File: src/rtl/led_pattern_driver.sv
// led_pattern_driver: prescaled BOUNCE/ROTATE/FILL/BLINK LED patterns; in iCLK iRST iMODE iSPEED iPAUSE, out registered oLED oTICK
module led_pattern_driver #(
  parameter int WIDTH    = 8,
  parameter int DIV_BITS = 21,
  parameter int BAR_LEN  = 3
) (
  input  logic             iCLK,
  input  logic             iRST,
  input  logic [1:0]       iMODE,
  input  logic [1:0]       iSPEED,
  input  logic             iPAUSE,
  output logic [WIDTH-1:0] oLED,
  output logic             oTICK
);
  typedef enum logic [1:0] {BOUNCE, ROTATE, FILL, BLINK} mode_t;
  localparam logic [WIDTH-1:0] BAR = {{(WIDTH-BAR_LEN){1'b0}}, {BAR_LEN{1'b1}}};
  localparam logic [DIV_BITS-1:0] ONE = 1;
  mode_t mode_q, mode_in;
  logic [DIV_BITS-1:0] cnt, mask;
  logic [WIDTH-1:0] init, nxt;
  logic dir, step, go_right, nxt_dir;
  always_comb begin
    mode_in  = mode_t'(iMODE);
    mask     = {DIV_BITS{1'b1}} >> iSPEED;
    step     = &(cnt | ~mask);
    init     = (mode_in == BOUNCE || mode_in == ROTATE) ? BAR : '0;
    go_right = dir ? !oLED[0] : oLED[WIDTH-1];
    nxt_dir  = mode_q == BOUNCE ? go_right : dir;
    nxt      = mode_q == BOUNCE ? (go_right ? oLED >> 1 : oLED << 1) :
               mode_q == ROTATE ? {oLED[WIDTH-2:0], oLED[WIDTH-1]} :
               mode_q == FILL   ? (&oLED ? '0 : {oLED[WIDTH-2:0], 1'b1}) : ~oLED;
  end
  always_ff @(posedge iCLK) begin
    mode_q <= mode_in;
    if (iRST || mode_in != mode_q) begin
      cnt   <= '0;
      dir   <= 1'b0;
      oTICK <= 1'b0;
      oLED  <= init;
    end else if (iPAUSE) begin
      oTICK <= 1'b0;
    end else begin
      cnt   <= cnt + ONE;
      oTICK <= step;
      if (step) begin
        oLED <= nxt;
        dir  <= nxt_dir;
      end
    end
  end
endmodule

File: config.mk
export PLATFORM = sky130hd
export DESIGN_NAME = led_pattern_driver
export DESIGN_NICKNAME = d
export VERILOG_FILES = /design/src/rtl/led_pattern_driver.sv
export SDC_FILE = /design/constraint.sdc
export NUM_CORES = 1
export LEC_CHECK = 0
export BUFFER_PORTS_ARGS = -buffer_cell sky130_fd_sc_hd__buf_2
export CORE_MARGIN = 2
export CORE_UTILIZATION = 50
export DETAILED_ROUTE_END_ITERATION = 10
export PLACE_DENSITY = 0.78
export SYNTH_ARGS = -nofsm -noshare
export SYNTH_HDL_FRONTEND = slang
export SYNTH_SLANG_ARGS = --single-unit
export TNS_END_PERCENT = 5
File: constraint.sdc
create_clock -name iCLK -period 5.4 [get_ports iCLK]
set_input_delay 0.81 -clock iCLK [delete_from_list [all_inputs] [get_ports iCLK]]
set_output_delay 0.81 -clock iCLK [all_outputs]
set_load 0.01 [all_outputs]
==> run metrics, run 1 <==
skew final 18.49 ps; crit start category primary input; Synth Instances 190; syn_area_per_cell about 8.9 um2; DIE WIDTH a little over 60 um; Placer Congestion slightly below 0.9; Cell variety after synth between 40 and 50; Skew-Pair Late Insertion Delay 340 ps; post-CTS sizing 0; total congestion overflow 0; Arr. time, crit path about 2300 ps; Leak 0.0006554 uW; Worst-Margin Slew ~1000 ps; first-pass iteration count of the detailed router 4; antenna violations before repair 0; gr usage total between 10% and 20%; fin. max-slew vios 0; ys flop type dfxtp_1; count leader, synth dfxtp_1; clk root buf clkbuf_4; Reg clk slew, reported paths 110 ps; share of layout cells above drive strength 1 approximately 15%; run status finished clean; worst setup margin approximately 3200 ps; largest net degree at the start of global routing 33; # hold bufs at CTS 0; ys async rst share 0%; post-synthesis cell area approximately 1700 um2; PwrDens 271.2 nW/um2; clock sink count 33; row count 21; antenna-violating nets left 0; CTS buffer count 5; Min Clock Period, post-route approximately 2200 ps; syn nets 198; Vias roughly 1400; Core ar. between 3000 and 4000 um2; Crit Path Max Fanout 32; Initial Util between 50% and 60%; port bufs 15; Die ar. 3867 um2; DRT iter0 DRCs 111; Worst Hold Class reg -> reg; EDFF count, synth 8; diodes inserted 0; fmax approximately 450 MHz; Final Cycle Share between 40 and 50%; Commonest cells post-synth dfxtp_1 (25), nor2_1 (22), a21oi_1 (15); final wirelength roughly 3300 um; DRC 0; first-pass GRT wire length 5740 um; RSZ-0062 raised after global routing false; Critical Path RT between 5000 and 6000 ps; Final Hold Viols 0; Area growth syn-to-layout 10.94%; fin nets ~210; Max Root-Sink Buffers 2; IO Pins 16; register area share after synthesis 43.75%; Crit Path Category in -> reg; Fin Setup TNS 0 ps; worst IR drop on VDD 158.6 uV; CTS tree done; H-tree levels 2; via count of the first global-routing pass 1285; Rel. slew slack between 30% and 40%; post-detail-place hpwl ~2200 um; Yosys warning count 0; FF+latch count, synth 33; maxcap violations 0; cell taking the most area after synthesis dfxtp_1; Setup violations, final 0; Setup crit end kind register; chip height 62.19 um; DR vias/cell around 5.7; Place WS 2770 ps; Post CTS Setup Buffer Count 0; Synth area leaders dfxtp_1 (30%), edfxtp_1 (14%), nor2_1 (4.9%); share of the synthesized area in the top cell type 29.56%; DR WL/cell about 13 um
==> routing by layer <==
metal,GRT usage [%],routed length (um)
met1,22.72,1482
met2,29.62,1515
met5,0,0
met3,5.254,203
met4,8.056,62
==> sequential cells by signal, indices dropped and copies added (netlist names) <==
register and flops:
cnt 21, dir 1, mode_q 2, oLED 8, oTICK 1
==> worst max-delay path, cell delays in order <==
cell	delay, ps
buf_2	120
xor2_1	150
or3_1	780
a221oi_1	370
a21oi_1	100
==> where the power goes <==
group	total (uW)	internal [uW]	switching, uW
clock network	195	111	84.1
logic	40.7	16.7	24.0
registers	274	262	12.3
total	509	389	120
==> placed cells by master (no fill, tap or decap), types with 3 or more instances in the layout <==
| cell type | synthesis | final |
|---|---|---|
| dfxtp_1 | 25 | 25 |
| nor2_1 | 22 | 22 |
| a21oi_1 | 15 | 15 |
| buf_2 | 2 | 15 |
| nand2_1 | 14 | 14 |
| xor2_1 | 8 | 8 |
| a31oi_1 | 8 | 8 |
| o21ai_0 | 8 | 8 |
| nand3_1 | 8 | 8 |
| edfxtp_1 | 8 | 8 |
| inv_1 | 6 | 6 |
| xnor2_1 | 6 | 6 |
| nand4_1 | 5 | 5 |
| clkbuf_4 | 0 | 5 |
| o31ai_1 | 4 | 4 |
| or4_1 | 4 | 4 |
| o22ai_1 | 4 | 4 |
| or3_1 | 3 | 3 |
==> metrics by stage <==
step / power, uW / std cells / hold slack [ps] / util [%] / area, um2
after global placement: 319.5 / 245 / 472.3 / 54.59 / 1793
after detailed placement: 320.3 / 245 / 482.7 / 54.59 / 1793
after global routing: 534.4 / 253 / 529.8 / 57.18 / 1878
after CTS: 513.9 / 253 / 497.2 / 57.18 / 1878
final: 509.3 / 253 / 492.4 / 57.18 / 1878
after floorplan: 305.0 / 190 / 446.2 / - / 1693
==> worst paths after layout <==
| check | startpoint | to | slack (ps) | depth (start not counted) |
|---|---|---|---|---|
| worst min-delay path | cnt[13]$_SDFFE_PP0N_ | cnt[13]$_SDFFE_PP0N_ | 490 | 2 |
| worst max-delay path | iMODE[1] | oLED[1]$_DFFE_PP_ | 3180 | 5 |
| worst min register to register | cnt[13]$_SDFFE_PP0N_ | cnt[13]$_SDFFE_PP0N_ | 490 | 2 |
| worst max register to register | mode_q[1]$_DFF_P_ | oLED[2]$_DFFE_PP_ | 3240 | 4 |
==> area by class of cell <==
cell class	count	area, um2
inverter	6	22.52
timing repair buffer	15	75.07
multi-input combinational	145	897.1
tap	46	57.56
clock inverter	1	30.03
fill	305	1406
sequential	33	740.7
clock buffer	7	55.05
==> cell families after synthesis <==
family | after synthesis | synth area share, %
buf+inv | 12 | 3.252
flops | 33 | 43.75
mux | 3 | 1.922
xor+xnor | 14 | 7.243
simple gates | 83 | 27.64
fa+ha+maj | 1 | 0.7390
compound gates | 44 | 15.45
(Power assumes the default switching activity.)
==> inputs of run 2 (changes only) <==
--- a/config.mk
+++ b/config.mk
@@ -9,7 +9,7 @@
 export CORE_MARGIN = 2
 export CORE_UTILIZATION = 50
 export DETAILED_ROUTE_END_ITERATION = 10
-export PLACE_DENSITY = 0.78
+export PLACE_DENSITY = 0.81
 export SYNTH_ARGS = -nofsm -noshare
 export SYNTH_HDL_FRONTEND = slang
 export SYNTH_SLANG_ARGS = --single-unit
==> constraint.sdc (replaced) <==
create_clock -name iCLK -period 2 [get_ports iCLK]
set_input_delay 0.3 -clock iCLK [delete_from_list [all_inputs] [get_ports iCLK]]
set_output_delay 0.3 -clock iCLK [all_outputs]
set_load 0.01 [all_outputs]
==> run 2 against run 1 <==
  * Hold slack worse by 400 ps
  * First-iteration DRC count down 11%
  * Cell count rose by 2.0%
  * Sequential power grew to 2.7 times the previous value
  * Power up 140%
  * Non-clock buffer count is 5 higher
  * Critical path type is now reg -> reg
  * Highest routed layer unchanged
==> run metrics, run 2 (synthesis results as in run 1) <==
run status finished clean; DRT iter0 DRCs 99 (-11%); port bufs 15 (unchanged); via count of the first global-routing pass 1365 (+6.2%); post-detail-place hpwl 2318 um (+3.3%); # hold bufs at CTS 0 (unchanged); Buf/Inv on CP 0 (-1); Reg clk slew, reported paths 90 ps (-20 ps); CTS tree done; first-pass GRT wire length 5754 um (+0.24%); CP Cell Sequence ha_2, nand4b_1, or3_4, or4_4, a21oi_2; Fin Setup TNS 0 ps (unchanged); row count 21 (unchanged); Max Root-Sink Buffers 2 (unchanged); Core ar. 3284 um2 (unchanged); Crit Path Max Fanout 5 (-84%); Initial Util 51.54% (unchanged); Die ar. 3867 um2 (unchanged); Slowest cell on crit path or4_4; maxcap violations 0 (unchanged); Skew-Pair Late Insertion Delay 330 ps (about the same); crit start category register; Critical Path RT 2270 ps (-3230 ps); DR vias/cell 5.628 (-1.7%); final wirelength 3233 um (-0.89%); DIE WIDTH 62.19 um (unchanged); Final Cycle Share a little over nine tenths; CP top delay family simple AND/OR/NAND/NOR gates; max incr delay on CP 520 ps (-260 ps); Placer Congestion 0.8491 (-3.6%); biggest registers after layout cnt: 21 flops, oLED: 8 flops, mode_q: 2 flops; largest net degree at the start of global routing 24 (-27%); H-tree levels 2 (unchanged); commonest non-fill, non-tap cell in the layout dfxtp_1; Biggest register cnt; Worst Hold Class in -> reg; chip height 62.19 um (unchanged); Final Hold Viols 0 (unchanged); Crit Path Category reg -> reg; Largest register FFs 21 (unchanged); commonest cells after routing, fill and taps aside dfxtp_1 (23), nor2_1 (22), buf_2 (15); Arr. time, crit path 2190 ps (-140 ps); Min Clock Period, post-route between 1500 and 2000 ps; Worst-Margin Slew 473.8 ps (-548.5 ps); Vias 1452 (+0.28%); skew final 4.326 ps (-14.16 ps); IO Pins 16 (unchanged); worst IR drop on VDD 426.7 uV (+170%); Finished Core Util 57.60% (+0.42 points); DRC 0 (unchanged); Leak 0.0006589 uW (+0.53%); first-pass iteration count of the detailed router 4 (unchanged); Setup crit end kind register; gr usage total 18.47% (+0.18 points); RSZ-0062 raised after global routing false; share of layout cells above drive strength 1 18.40% (+3.4 points); clock sink count 33 (unchanged); fmax 522.5 MHz; antenna violations before repair 0 (unchanged); total congestion overflow 0 (unchanged); CTS buffer count 5 (unchanged); fin. max-slew vios 0 (unchanged); clk root buf clkbuf_4; antenna-violating nets left 0 (unchanged); Area growth syn-to-layout 11.75%; PwrDens 635.9 nW/um2 (+130%); Setup violations, final 0 (unchanged); DR WL/cell 12.53 um (-2.8%); Rel. slew slack 68.12% (+36 points); diodes inserted 0 (unchanged); fin nets 219 (+2.3%)
## run 2: changes by cell type in the layout (fill, tap and decap cells not counted)
| cell | before | now |
|---|---|---|
| a21oi_2 | 0 | 1 |
| buf_4 | 0 | 5 |
| a21oi_1 | 15 | 14 |
| or4_4 | 0 | 1 |
| or4_1 | 4 | 3 |
| bufinv_16 | 1 | 0 |
| clkbuf_8 | 1 | 0 |
| dfxtp_2 | 0 | 2 |
| dfxtp_1 | 25 | 23 |
| ha_2 | 0 | 1 |
| ha_1 | 1 | 0 |
| clkbuf_1 | 1 | 3 |
## run 2: routing by layer
metal	share of wire, %	GRT usage, %	routed length (um)	vias to the layer above
li1	-	-	-	741
met1	47	22.02	1508	661
met2	46	30.71	1473	41
met3	5.6	5.797	181	9
met4	2.2	8.056	70	0
met5	0	0	0	-
## run 2: final timing paths
check	slack, ps	end	cells after the start	start
min	90	mode_q[0]$_DFF_P_	1	iMODE[0]
max	90	cnt[20]$_SDFFE_PP0N_	5	cnt[0]$_SDFFE_PP0N_
min reg2reg	490	cnt[13]$_SDFFE_PP0N_	2	cnt[13]$_SDFFE_PP0N_
max reg2reg	90	cnt[20]$_SDFFE_PP0N_	5	cnt[0]$_SDFFE_PP0N_
## run 2: metrics by stage
step	worst slack, ps	hold slack, ps	total power [uW]	area, um2	instances
3_5_place_dp	123.6	430.2	871.6	1823	249
2_1_floorplan	141.4	327.7	823.6	1693	190
3_3_place_gp	176.0	429.2	868.9	1823	249
4_1_cts	116.7	73.64	1218	1872	257
6_report	86.22	89.44	1203	1892	258
5_1_grt	9.675	75.19	1267	1892	258
## run 2: power breakdown
group / switching [uW] / internal, uW / total [uW] / leakage, uW
combinational: 70.0 / 51.5 / 121 / 0.000340
clock: 206 / 140 / 346 / 0.0000265
sequential: 28.8 / 706 / 735 / 0.000292
## run 2: final cells by class
type                    instances  area, um2
inverters                       6      22.52
fillers                       297       1393
flip-flops and latches         33      743.2
well taps                      46      57.56
multi-input cells             145      907.1
repair buffers                 20      112.6
clock buffers                   8      48.80
## run 2: repair_timing
action	CTS	global route
endpoints found under the setup margin	0	1
buffers inserted	0	1
resized for setup	0	5
## run 2: worst register-to-register path, stage by stage (launching register included)
cell      delay, ps
dfxtp_2         370
ha_2            190
nand4b_1        190
or3_4           460
or4_4           520
a21oi_2         130
